==> config.mk <==
export PLATFORM = sky130hd
export DESIGN_NAME = ahb_slave_mem
export DESIGN_NICKNAME = d
export VERILOG_FILES = /design/src/rtl/ahb_slave_mem.sv
export SDC_FILE = /design/constraint.sdc
export NUM_CORES = 1
export LEC_CHECK = 0
export CAP_MARGIN = 20
export CORE_UTILIZATION = 65
export DETAILED_ROUTE_END_ITERATION = 8
export PLACE_DENSITY = 0.85
export SYNTH_ARGS = -nofsm -noshare
export SYNTH_HDL_FRONTEND = slang
export SYNTH_SLANG_ARGS = --single-unit
==> constraint.sdc <==
create_clock -name Hclk -period 3.7 [get_ports Hclk]
set_clock_uncertainty 0.05 [all_clocks]
set_input_delay 0.74 -clock Hclk [delete_from_list [all_inputs] [get_ports Hclk]]
set_output_delay 0.74 -clock Hclk [all_outputs]
set_load 0.005 [all_outputs]
==> src/rtl/ahb_slave_mem.sv <==
// AHB-Lite memory slave: DEPTH x 32-bit words, fixed wait states per OKAY
// transfer, two-cycle ERROR response for out-of-range/misaligned/oversized accesses.
module ahb_slave_mem #(
  parameter int          DEPTH       = 16,
  parameter int          WAIT_STATES = 1,
  parameter logic [31:0] BASE_ADDR   = 32'h0000_0000
)(
  input  logic        Hclk,
  input  logic        Hresetn,
  input  logic        Hsel,
  input  logic [31:0] Haddr,
  input  logic [1:0]  Htrans,
  input  logic        Hwrite,
  input  logic [2:0]  Hsize,
  input  logic [31:0] Hwdata,
  input  logic        Hready,
  output logic        Hreadyout,
  output logic        Hresp,
  output logic [31:0] Hrdata
);
  localparam int IW = $clog2(DEPTH);
  localparam logic [1:0] WLOAD = (WAIT_STATES > 0) ? 2'(WAIT_STATES - 1) : 2'd0;

  typedef enum logic [2:0] {S_IDLE, S_WAIT, S_DATA, S_ERR1, S_ERR2} state_t;

  state_t        r_state, w_next;
  logic [31:0]   r_mem [DEPTH];
  logic [IW-1:0] r_idx;
  logic          r_write;
  logic [1:0]    r_size;
  logic [1:0]    r_lane;
  logic [1:0]    r_wcnt;

  logic [29:0]   w_woff;
  logic          w_legal, w_open, w_accept;
  logic [3:0]    w_be;
  logic          w_unused_htrans0;

  assign w_unused_htrans0 = Htrans[0];

  // Word offset from base; addresses below base are rejected separately.
  assign w_woff  = Haddr[31:2] - BASE_ADDR[31:2];
  assign w_legal = (Haddr >= BASE_ADDR) && (w_woff < 30'(DEPTH)) &&
                   (Hsize <= 3'b010) &&
                   !((Hsize == 3'b001) && Haddr[0]) &&
                   !((Hsize == 3'b010) && (Haddr[1:0] != 2'b00));

  // A new address phase can only land where the slave is driving ready high.
  assign w_open   = (r_state == S_IDLE) || (r_state == S_DATA) || (r_state == S_ERR2);
  assign w_accept = w_open && Hsel && Htrans[1] && Hready;

  always_comb begin
    w_next = r_state;
    case (r_state)
      S_IDLE, S_DATA, S_ERR2: begin
        if (!w_accept)    w_next = S_IDLE;
        else if (!w_legal) w_next = S_ERR1;
        else              w_next = (WAIT_STATES > 0) ? S_WAIT : S_DATA;
      end
      S_WAIT:  w_next = (r_wcnt == 2'd0) ? S_DATA : S_WAIT;
      S_ERR1:  w_next = S_ERR2;
      default: w_next = S_IDLE;
    endcase
  end

  always_comb begin
    w_be = 4'b0000;
    case (r_size)
      2'b00:   w_be = 4'b0001 << r_lane;
      2'b01:   w_be = r_lane[1] ? 4'b1100 : 4'b0011;
      default: w_be = 4'b1111;
    endcase
  end

  always_ff @(posedge Hclk or negedge Hresetn) begin
    if (!Hresetn) begin
      r_state <= S_IDLE;
      r_idx   <= '0;
      r_write <= 1'b0;
      r_size  <= 2'b00;
      r_lane  <= 2'b00;
      r_wcnt  <= 2'd0;
    end else begin
      r_state <= w_next;
      if (w_accept && w_legal) begin
        r_idx   <= w_woff[IW-1:0];
        r_write <= Hwrite;
        r_size  <= Hsize[1:0];
        r_lane  <= Haddr[1:0];
      end
      if (w_next == S_WAIT && r_state != S_WAIT) r_wcnt <= WLOAD;
      else if (r_state == S_WAIT)                r_wcnt <= r_wcnt - 2'd1;
    end
  end

  // Write commits at the edge ending DATA, so a following read sees it.
  always_ff @(posedge Hclk or negedge Hresetn) begin
    if (!Hresetn) begin
      for (int i = 0; i < DEPTH; i++) r_mem[i] <= 32'h0;
    end else if (r_state == S_DATA && r_write) begin
      for (int b = 0; b < 4; b++)
        if (w_be[b]) r_mem[r_idx][8*b +: 8] <= Hwdata[8*b +: 8];
    end
  end

  assign Hreadyout = !((r_state == S_WAIT) || (r_state == S_ERR1));
  assign Hresp     = (r_state == S_ERR1) || (r_state == S_ERR2);
  assign Hrdata    = (r_state == S_DATA && !r_write) ? r_mem[r_idx] : 32'h0;

endmodule

# Word-level counts from Yosys, hierarchy flattened
# Cells that the tools add are included.
# word_totals
output_inout_bits	34
wordCells	98
reg_bits	526
# classes
n_lt_le_gt_ge	5
reduce_logical	28
n_eq_ne	9
n_shift	1
muxes	31
n_addsub	1
n_bitwise	1
# ops
cell	n
$mux W512	7
$bwmux W512	4
$demux W32 S4	4
$bmux W32 S4	1
$mux W32	4
$ge A32 B1 Y1 const B	1
$lt A30 B5 Y1 const B	1
$mux W24	1
$mux W16	1
$logic_and A1 B1 Y1	14
$mux W2	5
$eq A3 B1 Y1 const B	3
$eq A3 B2 Y1 const B	3
$pmux W3 S3	1
$mux W8	1
$pmux W4 S2	1
$ge A5 B5 Y1 const B	1
$lt A5 B1 Y1 const B	1
$not A4 Y5	1
$logic_not A1 Y1	4
$logic_not A2 Y1	2
$logic_or A1 B1 Y1	4
$mux W4	1
$reduce_bool A2 Y1	2
other kinds (8)	8

# Logic depth before layout (Yosys ltp)
# Gate-level depths: netlist of run 1.
# depth
depth_word	16
mapped_depth	6

# Worst setup path before layout of run 1
# Ideal clock, no wire load.
# synth_timing
kind	reg-to-output
start	register r_idx[0]
end	output port Hrdata[16]
slack_ps	1121
arrival_time_ps	1789
required_ps	2910
path_stages_with_launch	7
path_cell_list	dfrtp_1 -> clkbuf_1 -> clkbuf_1 -> buf_2 -> mux4_2 -> mux2i_1 -> o22ai_1
# synth_via
elab_chain_len	5
# synth_lines
element	line_no	source
start: declaration	28	logic [IW-1:0] r_idx;
start signal: assignment	86	r_idx <= w_woff[IW-1:0];
$not A4 Y5 (implied by the code)	108	assign Hrdata = (r_state == S_DATA && !r_write) ? r_mem[r_idx] : 32'h0;
$bmux W32 S4	108	
$mux W32 (implied by the code) (2 in a row)	108	
$mux W32	108	
end: declaration	19	output logic [31:0] Hrdata
# Every way passes these cells. The select of a mux whose other input is x is not followed.

# Worst setup path in the final report of run 1
# layout_timing
start	register r_idx[0]
end	output port Hrdata[13]
# The elaborated chain is that of the path after synthesis.

==> impl_metrics.toml, run 1 <==
[run_status]
status = "finished, final reports clean"

[critical_path]
arrival_ps = 2830
reg2reg_depth = 6
worstReg2RegStart = "r_idx[0]$_DFFE_PN0P_"
end_kind = "primary output"
critPathMaxStageDelay_ps = 540
cpMaxStageDelayCell = "dfrtp_4"
worstPathCellList = "buf_4 > clkbuf_16 > mux4_2 > mux2i_1 > o22ai_1 > clkdlybuf4s50_1"
startpoint_type = "flip-flop"
startpoint = "r_idx[0]$_DFFE_PN0P_"
r2r-end = "r_mem[154]$_DFFE_PN0P_"
cp_max_fo = 14
required_ps = 2910
worstSetupPathType = "reg2out"
worstSetupEndpoint = "Hrdata[13]"
regToRegSetupSlack_ps = 590

[grt]
grt_pass1_vias = 14900
grt_max_degree = 99
grt_pass1_wl_mm = 85.7
gr-total-overflow = 0
antenna_found_initial = 0
grtUsageTotal = 0.298

[synthesis]
synth.distinct_cells = 38
synth_edf_count = 0
synthTopCellsByArea = "dfrtp_1 55%, mux2_2 24%, mux4_2 12%"
avgSynthCellArea_um2 = 16.1
synth_area_um2 = 24200
yosysMostFrequentCell = "dfrtp_1"
synth_flop_cell = "dfrtp_1"
ys_seq_elements = 526
synth_top_area_frac = 0.545
synth_cells = 1497
yosysWarnings = 0
synth_fp_nets = 1572
ys_seq_area_frac = 0.545
yosysTopAreaCell = "dfrtp_1"
synth_commonest_cells = "526 x dfrtp_1, 515 x mux2_2, 128 x mux4_2"
ys_async_sr_fraction = 1.00

[final_layout]
drive_above_1_share = 0.498
antennaDiodeCount = 0
final_util = 0.756
syn_to_final_growth_pct = 14.5
finalNetCount = 1694
design_area_um2 = 27700

[place]
gp_congestion = 0.790
port_buffers = 106
place_area_um2 = 25900
dp_hpwl_mm = 33.6

[sta]
finalCritPeriodShare = 0.979
tightest_slew_ps = 1110
report.final.slew_viol_count = 0
finalSetupViolations = 0
max-slew-margin-rel = 0.257
hold_viol = 0
rsz0062_at_grt = "true"
finalCriticalPeriod_ps = 3620
tns_ps = 0
fmax_ghz = 0.276

[cts]
cts-root-buf = "clkbuf_16"
postCtsHoldBufs = 0
numCtsBuffers = 52
cts_sinks = 526
clk_pin_slew_ps = 60
cts_tree = "done"
worstSkewPairLatency_ps = 580
htree_levels = 2
clk_path_buf_depth = 3

[floorplanning]
pin_count = 108
initial_core_util = 0.660
die_x_um = 195
fp.dieH_um = 195
core_area_um2 = 36600
rows = 70
die-area_um2 = 37900

[power]
pwr-share-comb = 0.069
clock_power_share = 0.417
p_leak_nw = 11.7
swShare = 0.225
power_frac_seq = 0.514
p_switching_w = 0.00265
p_int_w = 0.00913
vdd_ir_drop_max_v = 0.000306
power.density_nw_per_um2 = 426

[drt]
drtIter0Drc = 866
vias_per_cell = 6.60
drc_errors = 0
vias = 14000
drt-total-wl_mm = 55.1
ant_nets = 0
first_pass_iters = 5
routedWlPerCell_um = 26.0

[job]
maxCapViolations = 0

[worst_hold_path]
worstHoldPathType = "in2async"
## layer usage
layer	wire length [µm]	up-vias	track usage	part of all wire
met5	0	-	0	0
met4	1960	0	0.118	0.036
met3	3350	124	0.0592	0.061
met2	26900	411	0.468	0.49
met1	22900	7543	0.417	0.42
li1	-	5931	-	-
## kinds of logic after synthesis
kind of cell,share of synthesized area
mux,0.389
flops,0.545
simple gates,0.0362
buf+inv,0.0171
compound gates,0.0119
fa+ha+maj,0.000518
## worst max-delay path, delay by kind of cell, from the launching register on
family                 cells  cell delay (ps)
AOI/OAI and AO/OA          1              140
buffers and inverters      3              860
DFF                        1              540
muxes                      2              700
## area by class of cell
cell class | instances | area, µm²
fill | 2177 | 8950
clock inverter | 9 | 45.0
tap | 468 | 586
inverter | 4 | 15.0
timing repair buffer | 165 | 1720
clock buffer | 79 | 1510
multi-input combinational | 870 | 10600
sequential | 526 | 13200
## power groups by stage
stage                     Clock [W]  Combinational, W  Sequential [W]
after floorplan                   0          0.000375         0.00611
after global placement            0          0.000786         0.00613
after detailed placement          0          0.000816         0.00615
after CTS                   0.00498          0.000824         0.00604
after global routing        0.00522          0.000893         0.00606
final                       0.00491          0.000818         0.00605
## flip-flops by register name (all words and copies together) (netlist names)
signal,count
r_idx,4
r_lane,2
r_mem,512
r_size,2
r_state,3
r_wcnt,2
r_write,1
## cells in the final DEF, fill, tap and decap left out, types with 5 or more instances in the layout
cell type,count
clkbuf_8,9
mux4_2,128
mux2_2,515
nand3_2,8
nor3_4,15
dfrtp_1,523
mux2i_1,62
nor4_1,6
clkdlybuf4s50_1,105
buf_12,10
clkinv_2,9
nand2_1,5
clkbuf_16,55
nand2b_1,7
clkbuf_1,17
o22ai_1,32
nand3_1,29
mux2_1,6
nor2_1,7
buf_4,42
nor3_2,13
## what timing repair did
| action | CTS | global route |
|---|---|---|
| gates cloned | 0 | 2 |
| buffers inserted | 0 | 6 |
| endpoints found under the setup margin | 5 | 23 |
| resized for setup | 2 | 7 |
## how the worst min path moves through the flow
stage / to / slack [ps] / cells past startpoint
5_1_grt: r_mem[240]$_DFFE_PN0P_ / 140 / 1
3_5_place_dp: r_mem[294]$_DFFE_PN0P_ / 420 / 1
6_report: r_mem[240]$_DFFE_PN0P_ / 80 / 1
3_3_place_gp: r_mem[292]$_DFFE_PN0P_ / 410 / 1
4_1_cts: r_mem[240]$_DFFE_PN0P_ / 130 / 1
2_1_floorplan: r_idx[0]$_DFFE_PN0P_ / 390 / 0
## stage by stage
step	total power, W	std cells	hold WS, ps	setup slack [ps]
after global routing	0.0122	2121	144	-14.1
after floorplan	0.00648	1497	394	1120
final	0.0118	2121	82.8	78.8
after detailed placement	0.00696	2025	419	539
after global placement	0.00691	2025	413	549
after CTS	0.0119	2113	135	-57.6
(Power assumes the default switching activity.)
==> run 2, diff against run 1 <==
Settings changed: CORE_MARGIN set to 3.
==> impl_metrics.toml, run 2 (same netlist as run 1, synthesis figures left out) <==
[critical_path]
cp_max_fo = 10
cpMaxStageDelayCell = "dfrtp_4"
regToRegSetupSlack_ps = 560
end_kind = "primary output"
worstSetupPathType = "reg2out"
r2r-end = "r_mem[132]$_DFFE_PN0P_"
required_ps = 2910
arrival_ps = 2830
worstReg2RegStart = "r_idx[2]$_DFFE_PN0P_"
startpoint_type = "flip-flop"
worstPathCellList = "buf_4 > mux4_2 > mux2i_1 > o22ai_1 > clkdlybuf4s50_1"
reg2reg_depth = 4
critPathMaxStageDelay_ps = 540

[drt]
drt-total-wl_mm = 52.8
vias_per_cell = 6.51
routedWlPerCell_um = 24.9
drtIter0Drc = 662
first_pass_iters = 6
ant_nets = 0
vias = 13800
drc_errors = 0

[cts]
numCtsBuffers = 52
postCtsHoldBufs = 0
worstSkewPairLatency_ps = 590
clk_path_buf_depth = 3
cts_tree = "done"
cts-root-buf = "clkbuf_16"
cts_sinks = 526
clk_pin_slew_ps = 60
htree_levels = 2

[grt]
grt_pass1_vias = 15300
grt_max_degree = 93
grt_pass1_wl_mm = 85.2
antenna_found_initial = 0
grtUsageTotal = 0.279
gr-total-overflow = 0

[power]
pwr-share-comb = 0.069
p_switching_w = 0.00271
p_int_w = 0.00919
p_leak_nw = 11.9
power_w = 0.0119
vdd_ir_drop_max_v = 0.000322
power_frac_seq = 0.508
clock_power_share = 0.422
swShare = 0.228
power.density_nw_per_um2 = 429

[worst_hold_path]
worstHoldPathType = "in2async"

[final_layout]
finalNetCount = 1697
antennaDiodeCount = 0
seq_area_um2 = 13200
final_util = 0.769
drive_above_1_share = 0.504
final_common_cell = "dfrtp_1"
design_area_um2 = 27800
syn_to_final_growth_pct = 14.9
regMostFlops = "r_mem"
nFillCells = 2103
layoutNonFillerInstCount = 2117
final_cell_mix = "522 x dfrtp_1, 515 x mux2_2, 128 x mux4_2"
multiInputGateArea_um2 = 10600
largest_reg_flops = 512
largestRegisters = "r_mem (512), r_idx (4), r_state (3)"

[sta]
fmax_ghz = 0.276
hold_ws_ps = 136
finalCritPeriodShare = 0.978
rsz0062_at_grt = "true"
tightest_slew_ps = 1050
max-slew-margin-rel = 0.303
hold_viol = 0
finalSetupViolations = 0
finalCriticalPeriod_ps = 3620
report.final.slew_viol_count = 0

[floorplanning]
die_x_um = 199
rows = 69
fp.dieH_um = 199
die-area_um2 = 39500
initial_core_util = 0.669
core_area_um2 = 36100
pin_count = 108

[job]
maxCapViolations = 0

[place]
place_area_um2 = 26000
port_buffers = 106
dp_hpwl_mm = 33.6
gp_congestion = 0.776
place_inst = 2020

[run_status]
status = "finished, final reports clean"
## run 2: cell count changes in the layout (fill, tap and decap cells not counted), sizes merged
cell,before,now
clkdlybuf4s50,105,100
clkbuf,81,72
bufinv,0,1
buf,58,63
dlymetal6s2s,0,5
clkinv,9,12
inv,4,7
## run 2: final cells by class
cell class,instances,area share
Clock inverter,16,0.00419
Multi-Input combinational cell,870,0.382
Timing Repair Buffer,168,0.0643
Inverter,4,0.000541
Sequential cell,526,0.475
Clock buffer,72,0.0532
Tap cell,461,0.0208
## run 2: worst max path at each step
| stage | startpoint | end | slack (ps) | depth (start not counted) |
|---|---|---|---|---|
| global route | r_idx[0]$_DFFE_PN0P_ | Hrdata[8] | -20 | 6 |
| CTS | r_idx[0]$_DFFE_PN0P_ | Hrdata[25] | 10 | 5 |
| floorplan | r_idx[0]$_DFFE_PN0P_ | Hrdata[16] | 1120 | 6 |
| finish | r_idx[0]$_DFFE_PN0P_ | Hrdata[2] | 80 | 5 |
| global placement | r_idx[0]$_DFFE_PN0P_ | Hrdata[5] | 520 | 5 |
| detailed placement | r_state[1]$_DFF_PN0_ | Hrdata[23] | 500 | 6 |
## run 2: routing by layer
layer / GRT usage / vias to the layer above / routed length, µm
met3: 0.0466 / 80 / 2140
met5: 0 / - / 0
met4: 0.0677 / 0 / 1020
met2: 0.475 / 305 / 27200
met1: 0.385 / 7453 / 22400
li1: - / 5950 / -
## run 2: stage by stage
stage	setup TNS (ps)	setup slack [ps]
after detailed placement	0	497
after global routing	-65.4	-22.3
final	0	83.0
after global placement	0	518
after CTS	0	13.5
after floorplan	0	1120
## run 2: critical path: cells and delay by family (launching register included)
| family | cells | cell delay (ps) |
|---|---|---|
| compound gates | 1 | 150 |
| flops | 1 | 540 |
| buf+inv | 2 | 730 |
| mux | 2 | 800 |
## run 2: power by group through the flow
stage / clock network [W] / logic, W / registers (W)
2_1_floorplan: 0 / 0.000375 / 0.00611
3_3_place_gp: 0 / 0.000786 / 0.00613
3_5_place_dp: 0 / 0.000817 / 0.00614
4_1_cts: 0.00510 / 0.000832 / 0.00604
5_1_grt: 0.00535 / 0.000901 / 0.00607
6_report: 0.00502 / 0.000825 / 0.00605
## run 2: what timing repair did
| action | 4_1_cts | 5_1_grt |
|---|---|---|
| resized for setup | 3 | 16 |
| setup endpoints to repair | 30 | 20 |
| endpoints found under the hold margin | 0 | 0 |
| setup buffers | 6 | 2 |
==> run 3, diff against run 2 <==
Settings changed: CORE_ASPECT_RATIO set to 0.7.
==> impl_metrics.toml, run 3 (same netlist as run 1, synthesis figures left out) <==
[run_status]
status = "finished, final reports clean"

[sta]
tns_ps = 0
finalCriticalPeriod_ps = 3610
tightest_slew_ps = 1110
hold_ws_ps = 34.4
report.final.slew_viol_count = 0
max-slew-margin-rel = 0.261
finalCritPeriodShare = 0.975
hold_viol = 0
finalSetupViolations = 0
fmax_ghz = 0.277
finalWorstSetupSlack_ps = 93.0

[final_layout]
final_util = 0.766
syn_to_final_growth_pct = 15.1
regMostFlops = "r_mem"
largest_reg_flops = 512
drive_above_1_share = 0.504
final_common_cell = "dfrtp_1"
largestRegisters = "r_mem (512), r_idx (4), r_state (3)"
final_cell_mix = "522 x dfrtp_1, 515 x mux2_2, 128 x mux4_2"
finalNetCount = 1691
antennaDiodeCount = 0

[floorplanning]
die-area_um2 = 39500
initial_core_util = 0.666
die_x_um = 236
rows = 58
core_area_um2 = 36300
pin_count = 108
fp.dieH_um = 167

[power]
p_leak_nw = 11.8
vdd_ir_drop_max_v = 0.000379
power.density_nw_per_um2 = 436

[critical_path]
required_ps = 2910
crit_top_cell = "buf_12"
end_kind = "primary output"
worstPathCellList = "buf_12 > buf_12 > mux4_2 > mux2i_1 > o22ai_1 > clkdlybuf4s50_1"
worstSetupPathType = "reg2out"
path_buf_inv = 3
cp_max_fo = 19
cpMaxStageDelayCell = "mux4_2"
arrival_ps = 2820
startpoint_type = "flip-flop"
critPathMaxStageDelay_ps = 530
crit_family = "buffers and inverters"

[grt]
gr-total-overflow = 0
grt_pass1_vias = 15300
antenna_found_initial = 1
grt_pass1_wl_mm = 89.1
grt_max_degree = 115
grtUsageTotal = 0.290

[cts]
worstSkewPairLatency_ps = 560
clk_pin_slew_ps = 70
numCtsBuffers = 48
htree_levels = 2
cts-root-buf = "clkbuf_16"
cts_tree = "done"
cts_sinks = 526
clk_path_buf_depth = 3

[drt]
ant_nets = 0
routedWlPerCell_um = 26.4
drc_errors = 0
drtIter0Drc = 856
first_pass_iters = 5
vias_per_cell = 6.59
drt-total-wl_mm = 56.4
vias = 14100

[place]
dp_hpwl_mm = 34.7
port_buffers = 106
place_ws_ps = 463
gp_congestion = 0.779

[worst_hold_path]
worstHoldPathType = "in2async"

[job]
maxCapViolations = 0
-- run 3: changes by cell type in the layout (fill, tap and decap cells not counted), sizes merged --
cell,before,now
clkdlybuf4s50,100,105
dlymetal6s2s,5,0
buf,63,59
bufinv,1,5
clkbuf,72,75
clkinv,12,9
inv,7,4
-- run 3: metrics by stage --
step                      power (W)  instances  cell area (µm²)
after global placement      0.00692       2034            25900
after CTS                    0.0122       2124            27700
after global routing         0.0125       2133            27800
after detailed placement    0.00697       2034            25900
final                        0.0121       2133            27800
after floorplan             0.00648       1497            24200
-- run 3: repair_timing --
action,4_1_cts,5_1_grt
resized for setup,4,3
gates cloned,0,2
setup buffers,3,7
setup endpoints to repair,18,17
pin swaps,0,0
hold buffers,0,0
-- run 3: power by group --
group / switching, W / internal (W)
sequential: 0.000113 / 0.00594
combinational: 0.000428 / 0.000403
clock: 0.00215 / 0.00309
-- run 3: worst paths after layout --
check | from | end | slack, ps | cells past startpoint
setup / recovery | r_idx[0]$_DFFE_PN0P_ | Hrdata[19] | 90 | 6
hold / removal | Hresetn | r_mem[374]$_DFFE_PN0P_ | 30 | 1
setup reg to reg | r_idx[2]$_DFFE_PN0P_ | r_mem[365]$_DFFE_PN0P_ | 520 | 4
hold reg to reg | r_wcnt[0]$_DFFE_PN0P_ | r_wcnt[0]$_DFFE_PN0P_ | 430 | 1
max in group asynchronous | Hresetn | r_mem[292]$_DFFE_PN0P_ | 2490 | 2
min in group Hclk | r_wcnt[0]$_DFFE_PN0P_ | r_wcnt[0]$_DFFE_PN0P_ | 430 | 1
-- run 3: final cells by class --
cell class | instances | area (µm²)
sequential | 526 | 13200
multi-input combinational | 870 | 10600
fill | 2100 | 8480
timing repair buffer | 166 | 1740
clock buffer | 73 | 1480
tap | 480 | 601
clock inverter | 14 | 195
inverter | 4 | 15.0
-- run 3: per-layer routing --
layer | GRT usage | up-vias | routed length [µm] | share of wire
met5 | 0 | - | 11 | 0.00020
met4 | 0.0754 | 2 | 1380 | 0.024
met3 | 0.0461 | 103 | 3270 | 0.058
met2 | 0.470 | 462 | 27700 | 0.49
met1 | 0.419 | 7562 | 24100 | 0.43
li1 | - | 5921 | - | -
